===== src/rtl/pwm_pkg.sv =====
// Shared types and default constants for the PWM capture/measurement blocks.
package pwm_pkg;

  localparam int unsigned PWM_CNT_W           = 16;
  localparam int unsigned PWM_NOMINAL_100K    = 1000;
  localparam int unsigned PWM_TOL_DEFAULT     = 10;
  localparam int unsigned PWM_TIMEOUT_DEFAULT = 4000;

  typedef enum logic [1:0] {
    ARMED   = 2'd0,
    MEASURE = 2'd1,
    STUCK   = 2'd2
  } meter_state_t;

  // Lower in-band limit, clamped at zero when the tolerance exceeds the nominal.
  function automatic int unsigned lower_limit(input int unsigned nominal,
                                              input int unsigned tol);
    return (nominal < tol) ? 32'd0 : nominal - tol;
  endfunction

endpackage


===== src/rtl/pwm_sync_edge.sv =====
// Two-flop synchronizer plus history flop; flags single-cycle rising/falling edges.
module pwm_sync_edge (
  input  logic clk,
  input  logic rst,
  input  logic din,
  output logic level,
  output logic rise_c,
  output logic fall_c
);

  logic s1;
  logic s2;
  logic s3;

  always_ff @(posedge clk) begin
    if (rst) begin
      s1 <= 1'b0;
      s2 <= 1'b0;
      s3 <= 1'b0;
    end else begin
      s1 <= din;
      s2 <= s1;
      s3 <= s2;
    end
  end

  assign level  = s2;
  assign rise_c = s2 & ~s3;
  assign fall_c = ~s2 & s3;

endmodule


===== src/rtl/pwm_freq_meter.sv =====
// Measures period/high time of an asynchronous PWM input, flags in-band
// frequency and detects a stuck input level after a rise timeout.
module pwm_freq_meter
  import pwm_pkg::*;
#(
  parameter int unsigned CNT_W          = PWM_CNT_W,
  parameter int unsigned NOMINAL_PERIOD = PWM_NOMINAL_100K,
  parameter int unsigned TOLERANCE      = PWM_TOL_DEFAULT,
  parameter int unsigned TIMEOUT_CYCLES = PWM_TIMEOUT_DEFAULT
) (
  input  logic             clk,
  input  logic             rst,
  input  logic             pwm_in,
  output logic [CNT_W-1:0] period,
  output logic [CNT_W-1:0] high_time,
  output logic             meas_valid,
  output logic             freq_ok,
  output logic             stuck_high,
  output logic             stuck_low
);

  localparam logic [CNT_W-1:0] LO_LIM  = CNT_W'(lower_limit(NOMINAL_PERIOD, TOLERANCE));
  localparam logic [CNT_W-1:0] HI_LIM  = CNT_W'(NOMINAL_PERIOD + TOLERANCE);
  localparam logic [CNT_W-1:0] TIMEOUT = CNT_W'(TIMEOUT_CYCLES);
  localparam logic [CNT_W-1:0] CNT_ONE = CNT_W'(1);

  logic             level;
  logic             rise_c;
  logic             fall_c;
  logic [CNT_W-1:0] cnt;
  logic [CNT_W-1:0] hi_lat;
  logic             fall_seen;
  logic             in_band_c;
  meter_state_t     state;

  pwm_sync_edge u_sync (
    .clk    (clk),
    .rst    (rst),
    .din    (pwm_in),
    .level  (level),
    .rise_c (rise_c),
    .fall_c (fall_c)
  );

  assign in_band_c = (cnt >= LO_LIM) && (cnt <= HI_LIM);

  // Cycle counter since the last rise; parks at the timeout value while stuck.
  always_ff @(posedge clk) begin
    if (rst) begin
      cnt       <= '0;
      hi_lat    <= '0;
      fall_seen <= 1'b0;
    end else begin
      if (rise_c) begin
        cnt       <= CNT_ONE;
        fall_seen <= 1'b0;
      end else if (cnt != TIMEOUT) begin
        cnt <= cnt + CNT_ONE;
      end
      if (fall_c) begin
        hi_lat    <= cnt;
        fall_seen <= 1'b1;
      end
    end
  end

  // Measurement state machine with registered outputs.
  always_ff @(posedge clk) begin
    if (rst) begin
      state      <= ARMED;
      period     <= '0;
      high_time  <= '0;
      meas_valid <= 1'b0;
      freq_ok    <= 1'b0;
      stuck_high <= 1'b0;
      stuck_low  <= 1'b0;
    end else begin
      meas_valid <= 1'b0;
      case (state)
        ARMED: begin
          if (rise_c) begin
            state <= MEASURE;
          end else if (cnt == TIMEOUT) begin
            state   <= STUCK;
            freq_ok <= 1'b0;
          end
        end
        MEASURE: begin
          if (rise_c) begin
            period     <= cnt;
            high_time  <= fall_seen ? hi_lat : cnt;
            freq_ok    <= in_band_c;
            meas_valid <= 1'b1;
          end else if (cnt == TIMEOUT) begin
            state   <= STUCK;
            freq_ok <= 1'b0;
          end
        end
        STUCK: begin
          freq_ok <= 1'b0;
          // Recovery rise only restarts the count; its partial period is discarded.
          if (rise_c) begin
            state      <= MEASURE;
            stuck_high <= 1'b0;
            stuck_low  <= 1'b0;
          end else begin
            stuck_high <= level;
            stuck_low  <= ~level;
          end
        end
        default: state <= ARMED;
      endcase
    end
  end

endmodule


===== config.mk =====
export PLATFORM = sky130hd
export DESIGN_NAME = pwm_freq_meter
export DESIGN_NICKNAME = d
export VERILOG_FILES = /design/src/rtl/pwm_pkg.sv /design/src/rtl/pwm_sync_edge.sv /design/src/rtl/pwm_freq_meter.sv
export SDC_FILE = /design/constraint.sdc
export NUM_CORES = 1
export LEC_CHECK = 0
export ABC_AREA = 1
export BUFFER_PORTS_ARGS = -buffer_cell sky130_fd_sc_hd__buf_2
export CORE_UTILIZATION = 57
export DETAILED_ROUTE_END_ITERATION = 16
export GPL_TIMING_DRIVEN = 0
export PLACE_DENSITY = 0.79
export RECOVER_POWER = 25
export SYNTH_ARGS = -nofsm -noshare
export SYNTH_HDL_FRONTEND = slang
export SYNTH_SLANG_ARGS = --single-unit
export TNS_END_PERCENT = 1

===== constraint.sdc =====
create_clock -name clk -period 1.5 [get_ports clk]
set_input_delay 0.3 -clock clk [delete_from_list [all_inputs] [get_ports clk]]
set_output_delay 0.3 -clock clk [all_outputs]
set_load 0.02 [all_outputs]

# Word level (Yosys, flattened, before mapping)
# Index checks and enable logic that the tools add are counted.
# totals
input_bits	3
regBits	74
output_inout_bits	36
elab_cells	56
# classes
reduce_logical	10
n_lt_le_gt_ge	2
n_mux	17
addsub	1
n_eq_ne	7
bitwise	5
# ops
cell	n
$add 16x1->16 const B	1
$eq 16x12->1 const B	1
$ge 16x10->1 const B	1
$le 16x10->1 const B	1
$mux 16	1
$ne 16x12->1 const B	1
$mux 1	10
$mux 2	4
$ne 2x2->1 const B	3
$pmux 2 s3	1
$reduce_and 2->1	3
$reduce_bool 2->1	2
$reduce_or 2->1	2
$not 1->1	3
$pmux 1 s3	1
$reduce_bool 3->1	1
$and 1x1->1	2
$eq 2x1->1 const B	1
$eq 2x2->1 const B	1
$logic_not 2->1	1
$logic_and 1x1->1	1

# Longest topological paths before layout
# Gate-level depths: netlist of run 1.
# logic_depth
ltp_word	4
mapped_depth	10
ltp_nobuf	9

# By module
# Synthesis of run 1 repeated with hierarchy kept, for this count alone.
# hier_totals
hier_cells	396
area_unflattened_um2	3093.0
# modules_own_cells
module	area_per_inst_um2	seq_area_each_um2	cells_each	instances
pwm_freq_meter	2999.1	1421.4	384	1
pwm_sync_edge	93.8	60.1	12	1

# Worst setup path before layout of run 1
# Ideal clock, no wire load.
# synth_timing
path_type	register -> register
start	reg state[1]
end	reg high_time[11]
path_slack_ns	0.074
arrival_time_ns	1.310
t_required_ns	1.384
path_stages_with_launch	9
synth_period_minus_slack_ns	1.426
path_buffers	2
setup_ns	0.116
path_cell_list	dfxtp_1 -> inv_1 -> ha_1 -> nand2_2 -> inv_1 -> buf_4 -> buf_2 -> o211ai_1 -> inv_1
# synth_via
elab_chain_cells	2
# synth_lines
element	line	text
from (decl)	pwm_freq_meter.sv:34	meter_state_t state;
from (signal assigned)	pwm_freq_meter.sv:70	state <= ARMED;
from (signal assigned)	pwm_freq_meter.sv:82	state <= MEASURE;
from (signal assigned)	pwm_freq_meter.sv:84	state <= STUCK;
$eq 2x1->1	pwm_freq_meter.sv:79	case (state)
$reduce_and 2->1 (no line)	--	
to (signal assigned)	pwm_freq_meter.sv:91	high_time <= fall_seen ? hi_lat : cnt;
to (decl)	pwm_freq_meter.sv:15	output logic [CNT_W-1:0] high_time,
# Every way passes these cells.
# A chain may end at the register's enable or synchronous reset.

# Worst setup path in the final report of run 1
# layout_timing
start	reg cnt[1]
end	reg cnt[14]
# layout_via
elab_chain_cells	1
word_cells_on_any_way	2
cone_classes	add/sub (1); eq/ne (1)
# layout_lines
element	line	text
from (decl)	pwm_freq_meter.sv:30	logic [CNT_W-1:0] cnt;
from (signal assigned)	pwm_freq_meter.sv:58	cnt <= cnt + CNT_ONE;
$add 16x1->16 / $ne 16x12->1 (equally long branches)	pwm_freq_meter.sv:58, pwm_freq_meter.sv:57	
# Several ways; a longest one is shown, not always the timed one.

==> results of run 1 <==
[worst min path at each step]
stage,endpoint
global placement,u_sync.level
detailed placement,u_sync.level
CTS,u_sync.s1
global route,u_sync.s1
finish,u_sync.s1
floorplan,u_sync.level
[layout by cell type (no fill, tap or decap), types with 2 or more instances in the layout]
cell,netlist,routed
nand3_1,15,12
a21oi_1,69,69
clkbuf_4,0,2
buf_2,8,25
clkinv_2,0,2
inv_2,1,3
ha_4,0,2
o21ai_1,0,3
clkbuf_8,0,10
dfxtp_4,0,2
o211ai_1,16,16
buf_4,1,5
clkbuf_2,1,2
nor3_1,4,4
nand4_1,2,2
dfxtp_1,74,68
inv_1,54,51
ha_1,10,7
nor2_2,0,2
clkbuf_1,9,26
nand2_1,40,40
dfxtp_2,0,4
o21ai_0,66,62
bufinv_16,0,2
nor2_1,28,26
nand3_2,0,3
[power breakdown]
group,internal [W],leakage [nW],total [W],switching (W)
Sequential,0.00200,0.602,0.00204,0.0000351
Combinational,0.0000704,0.943,0.000225,0.000154
Clock,0.000977,0.109,0.00171,0.000735
Total,0.00305,1.65,0.00398,0.000924
[routing by layer]
layer / routed length, µm / part of all wire [%]
met1: 3644 / 45
met2: 3761 / 46
met3: 541 / 6.7
met4: 180 / 2.2
met5: 0 / 0
[synth_stat cells, types with 2 or more instances]
| cell | n |
|---|---|
| o21ai_0 | 66 |
| buf_1 | 2 |
| nand4_1 | 2 |
| nor3_1 | 4 |
| buf_2 | 8 |
| a21oi_1 | 69 |
| nor2_1 | 28 |
| inv_1 | 54 |
| clkbuf_1 | 9 |
| ha_1 | 10 |
| nand3_1 | 15 |
| dfxtp_1 | 74 |
| o211ai_1 | 16 |
| nand2_1 | 40 |
[flip-flops by register name, summed over array words and instances, names as in the netlist]
name,count
period,16
u_sync.s3,1
stuck_low,1
freq_ok,1
stuck_high,1
hi_lat,16
u_sync.level,1
cnt,16
high_time,16
u_sync.s1,1
state,2
meas_valid,1
fall_seen,1
[area by class of cell]
| class | count | area (µm²) |
|---|---|---|
| Fill cell | 444 | 1496 |
| Tap cell | 70 | 87.58 |
| Multi-Input combinational cell | 258 | 1410 |
| Clock buffer | 11 | 141.4 |
| Timing Repair Buffer | 39 | 178.9 |
| Inverter | 56 | 212.7 |
| Clock inverter | 5 | 77.57 |
| Buffer | 21 | 106.4 |
| Sequential cell | 74 | 1494 |
[per-stage QoR]
stage          power, W  util, %
2_1_floorplan  0.002221        -
4_1_cts        0.003953    70.26
5_1_grt        0.004098    71.25
6_report       0.003976    71.25
3_3_place_gp   0.002279    65.55
3_5_place_dp   0.002286    65.55
[cell families (layout without fill, tap and decap cells)]
group,count (synthesis),in the layout
AOI/OAI and AO/OA,154,154
and+or+nand+nor,94,94
buffers and inverters,77,132
DFF,74,74
adders and majority gates,10,10
[worst max-delay path, stage by stage (launching register included)]
cell and delay [ps]:
dfxtp_4 400, ha_2 200, nand3_2 90, inv_1 120
nand3_2 90, nor2_2 150, nand3_1 120, o21ai_1 140
a21oi_1 50
[repair_timing]
item,4_1_cts,5_1_grt
pin swaps,1,1
buffers inserted,1,1
gates resized for setup,8,32
setup endpoints to repair,44,56
==> metrics.md, run 1 <==
| Metric | Value |
|---|---|
| Status | completed |
| Nature of the critical path startpoint | flop |
| Slew Viols, Final | 0 |
| Setup TNS | 0 ps |
| Post-synthesis adder-cell area fraction | 3.986% |
| Critical path arrival | ~1700 ps |
| R2R Path Start | cnt[1] |
| Warning count from the yosys run | 0 |
| Clk sink count | 74 |
| Largest family of logic cells by synthesized area | compound AO/OA/AOI/OAI gates |
| Seq cells post-synth | 74 |
| Met2 usage | approximately 44% |
| Drt total wl | between 8000 and 9000 µm |
| Endpoints failing setup | 0 |
| Cell Area, Synth | approximately 3100 µm² |
| Leakage | approximately 1.7 nW |
| Clock-pin slew on the worst setup and hold paths | 80 ps |
| VDD IR max | roughly 740 µV |
| Vias in the first global route | approximately 2800 |
| Final Instance Area | 3709 µm² |
| Worst Max-Slew Pin Slew | ~580 ps |
| Die Y | 76.21 µm |
| Die Footprint | between 5000 and 6000 µm² |
| Crit path max fanout | 7 |
| WL/cell | 15.22 µm |
| XOR/XNOR Fraction of Synth Area | 0% |
| DR pass1 iterations | 6 |
| Area delta synth->final | 18.13% |
| Count of buffers inserted at the top-level ports | 37 |
| GRT overflow | 0 |
| Most used DFF post-synth | dfxtp_1 |
| Post-Route Skew | between 7 and 8 ps |
| # rows | 26 |
| Worst hold slack | between 150 and 200 ps |
| GPL Wtd Cong | 0.8679 |
| Post-DP Area | roughly 3400 µm² |
| Later-pin clock latency in the skew report | approximately 350 ps |
| Vias post-DR | 3038 |
| N_diodes | 0 |
| CTS buffer count | 9 |
| Final antenna-violating net count | 0 |
| Post-synth EDFFs | 0 |
| Worst hold path type | input pin to flop |
| CTS root buffer | clkbuf_8 |
| Dominant cells by area after synthesis | dfxtp_1 47%, a21oi_1 11%, o21ai_0 11% |
| Synthesized area per cell | about 7.7 µm² |
| Share of the synthesized area in the top cell type | between 40% and 50% |
| Worst setup startpoint | cnt[1] |
| FF-to-FF path depth | 8 |
| Largest net degree at the start of global routing | 13 |
| Met1 Usage GRT | between 30% and 40% |
| Post-Place Worst Slack | -144.9 ps |
| Pwr dens | between 1000 and 1500 nW/µm² |
| Initial drt markers | 264 |
| Worst Path Required | roughly 1700 ps |
| MaxCap Viol Count | 0 |
| GR peak layer | met2 |
| Finished Layout Cells | 534 |
| Max clock buf depth | 2 |
| CTS tree | built |
| Die width | roughly 76 µm |
| H-tree Lvls | 3 |
| Initial antenna violation count | 0 |
| Post-synthesis simple-gate area fraction | between 10% and 20% |
| CORE AREA | between 5000 and 6000 µm² |
| Critical path type | flop to flop |
| Layout Nets | roughly 470 |
| Worst slew margin | approximately three fifths |
| Post-synthesis mux area share | 0% |
| Post-synth cell types | 26 |
| First-pass GRT wire length | 13080 µm |
| Post-Place Cells | roughly 520 |
| Drc violations | 0 |
| Leading area contributor after synthesis | dfxtp_1 |
| Hold Fails Final Rpt | 0 |
| Detailed placer's ending HPWL | 5533 µm |
| Sequential area share after synthesis | 47.19% |
| Ys async rst share | 0% |
| Vias/cell | around 5.7 |
| F_max | around 680 MHz |
| Reg2Reg Setup Slack | 30 ps |
| # IOs | 39 |
| Worst setup path endpoint | cnt[14] |
| Final worst-path cycle share | between 90% and 100% |
| RSZ-0062 raised after global routing | true |
| Post-synthesis compound-gate area fraction | a little over a quarter |
| Starting Density | between 60% and 70% |
| Hold depth | 3 |
| Min-delay src | pwm_in |
| Total track usage | 28.48% |
| Synthesized instance count | slightly above 400 |
| Reg2reg end | cnt[14] |
| CP Capture Type | flop |
| Final Critical Period | between 1000 and 1500 ps |
| Post-route worst setup slack | about 27 ps |
| Hold Buf Count CTS | 0 |
| GRT met3 Usage | approximately 4.4% |
| Net Count, Synth | between 400 and 500 |
| Share of post-route cells with drive strength above 1 | about 16% |
No activity file was read; power rests on OpenSTA's default activity.
==> run 2, diff against run 1 <==
Settings changed: REMOVE_ABC_BUFFERS from default to 1.
==> metrics.md, run 2 (synthesis gave the netlist of run 1 again) <==
| Metric | Value |
|---|---|
| Worst Max-Slew Pin Slew | 724.3 ps (+145.7 ps) |
| GRT overflow | 0 (unchanged) |
| Final worst-path cycle share | 100.3% (+2.1 points) |
| F_max | 664.7 MHz (-2.1%) |
| Pwr dens | 1120 nW/µm² (+4.5%) |
| CTS tree | built |
| Largest net degree at the start of global routing | 52 (+39) |
| First-pass GRT wire length | 12510 µm (-4.4%) |
| Post-Route Skew | 8.375 ps (+0.7130 ps) |
| Most frequent cells in the layout | 69 x a21oi_1, 65 x dfxtp_1, 60 x o21ai_0, 48 x inv_1, 39 x nand2_1 |
| Final Critical Period | 1504 ps (+31.37 ps) |
| Reg2Reg Setup Slack | -4 ps (-30 ps) |
| Worst slew margin | 51.61% (-9.8 points) |
| Vias in the first global route | 2670 (-4.5%) |
| CORE AREA | 5205 µm² (unchanged) |
| VDD IR max | 763.5 µV (+3.3%) |
| Slew Viols, Final | 0 (unchanged) |
| Layout Nets | 464 (-1.7%) |
| RSZ-0062 raised after global routing | true |
| Die Footprint | 5808 µm² (unchanged) |
| Critical path arrival | 1780 ps (+80 ps) |
| R2R Path Start | state[1] |
| Status | finished, violations left |
| Most common cell after layout, fill and taps aside | a21oi_1 |
| Post-DP Area | 3323 µm² (-2.6%) |
| Worst hold slack | 152.9 ps (-7.337 ps) |
| Reg power frac | 47.7% (-3.6 points) |
| Failing checks | setup timing |
| Nature of the critical path startpoint | flop |
| Final antenna-violating net count | 0 (unchanged) |
| Reg2reg end | period[3] |
| Comb pwr share | 5.0% (-0.7 points) |
| Hold depth | 3 (unchanged) |
| MaxCap Viol Count | 0 (unchanged) |
| Critical path type | flop to flop |
| # IOs | 39 (unchanged) |
| Area delta synth->final | 22.56% |
| Initial drt markers | 328 (+24%) |
| Psw | 0.0009179 W (-0.71%) |
| Post-route worst setup slack | -4.341 ps (-31.37 ps) |
| Vias/cell | 5.876 (+3.3%) |
| Drt total wl | 8134 µm (about the same) |
| CTS root buffer | clkbuf_8 |
| Initial antenna violation count | 0 (unchanged) |
| Endpoints failing setup | 1 (+1) |
| Clock power frac | 47.3% (+4.2 points) |
| DR pass1 iterations | 6 (unchanged) |
| FF-to-FF path depth | 7 (-1) |
| N_diodes | 0 (unchanged) |
| CTS buffer count | 9 (unchanged) |
| Share of post-route cells with drive strength above 1 | 22.81% (+7.3 points) |
| Drc violations | 0 (unchanged) |
| Sw frac | 21.29% (-2.0 points) |
| Count of buffers inserted at the top-level ports | 38 (+2.7%) |
| Int Pwr | 0.003393 W (+11%) |
| Vias post-DR | 3091 (+1.7%) |
| Hold Fails Final Rpt | 0 (unchanged) |
| Later-pin clock latency in the skew report | 350 ps (about the same) |
| CP Capture Type | flop |
| Starting Density | 60.31% (unchanged) |
| Die width | 76.21 µm (unchanged) |
| WL/cell | 15.46 µm (+1.6%) |
| Clock-pin slew on the worst setup and hold paths | 80 ps (about the same) |
| # rows | 26 (unchanged) |
| Max clock buf depth | 2 (unchanged) |
| Fillers | 410 (-7.7%) |
| H-tree Lvls | 3 (unchanged) |
| GPL Wtd Cong | 0.9124 (+5.1%) |
| Total track usage | 26.99% (-1.5 points) |
| Clk sink count | 74 (unchanged) |
| WHS Endpoint | u_sync.s1 |
| Final Instance Area | 3847 µm² (+3.7%) |
| Worst hold path type | input pin to flop |
| Leakage | 1.720 nW (+4.0%) |
| Crit path max fanout | 11 (+4) |
| Min-delay src | pwm_in |
| Worst Path Required | 1780 ps (+50 ps) |
| Die Y | 76.21 µm (unchanged) |
| Detailed placer's ending HPWL | 4248 µm (-23%) |
## run 2: layout make-up
cell class	count	area, µm²	area share, %
Clock buffer	11	141.4	3.675
Timing Repair inverter	3	22.52	0.5854
Tap cell	70	87.58	2.276
Inverter	56	225.2	5.854
Clock inverter	5	125.1	3.252
Timing Repair Buffer	48	265.3	6.894
Multi-Input combinational cell	259	1480	38.47
Sequential cell	74	1500	38.99
## run 2: what timing repair did
item                                    CTS  global route
endpoints found under the setup margin   69            68
buffers inserted                          7             3
hold buffers                              0             0
cloned                                    3             1
gates resized for setup                  15            40
pin swaps                                 0             5
## run 2: layer usage
layer	track usage, %	vias up	wire, µm
met1	33.99	1447	3361
li1	-	1450	-
met3	5.150	39	631
met2	45.59	155	3878
met5	0	-	0
met4	10.38	0	263
## run 2: power groups by stage
stage               Clock (W)  Sequential [W]  Combinational [W]
floorplan                   0         0.00210           0.000112
global placement            0         0.00209           0.000172
CTS                   0.00205         0.00205           0.000192
finish                0.00204         0.00206           0.000216
detailed placement          0         0.00209           0.000177
global route          0.00215         0.00206           0.000240
## run 2: worst max path at each step
stage | endpoint | cells after the start | start
detailed placement | period[12] | 6 | u_sync.s3
floorplan | period[0] | 6 | u_sync.s3
finish | period[3] | 7 | state[1]
global route | period[2] | 7 | state[1]
CTS | state[1] | 8 | cnt[0]
global placement | period[15] | 5 | u_sync.level
## run 2: through the flow
stage	cells	total power, W	TNS, ps	utilization (%)	worst slack, ps
2_1_floorplan	388	0.002207	-8431	-	-307.0
3_3_place_gp	496	0.002259	-34460	63.85	-832.6
3_5_place_dp	496	0.002267	-36700	63.85	-906.8
4_1_cts	522	0.004292	-198.5	71.27	-50.68
5_1_grt	526	0.004453	-1976	73.92	-89.19
6_report	526	0.004311	-4.341	73.92	-4.341
## run 2: worst max-delay path: stages (launching register included)
cell and delay [ps]:
dfxtp_2 330, inv_1 90, ha_2 320, nand2_8 160, clkinvlp_4 120, buf_4 160
o21ai_0 90, a21oi_1 160
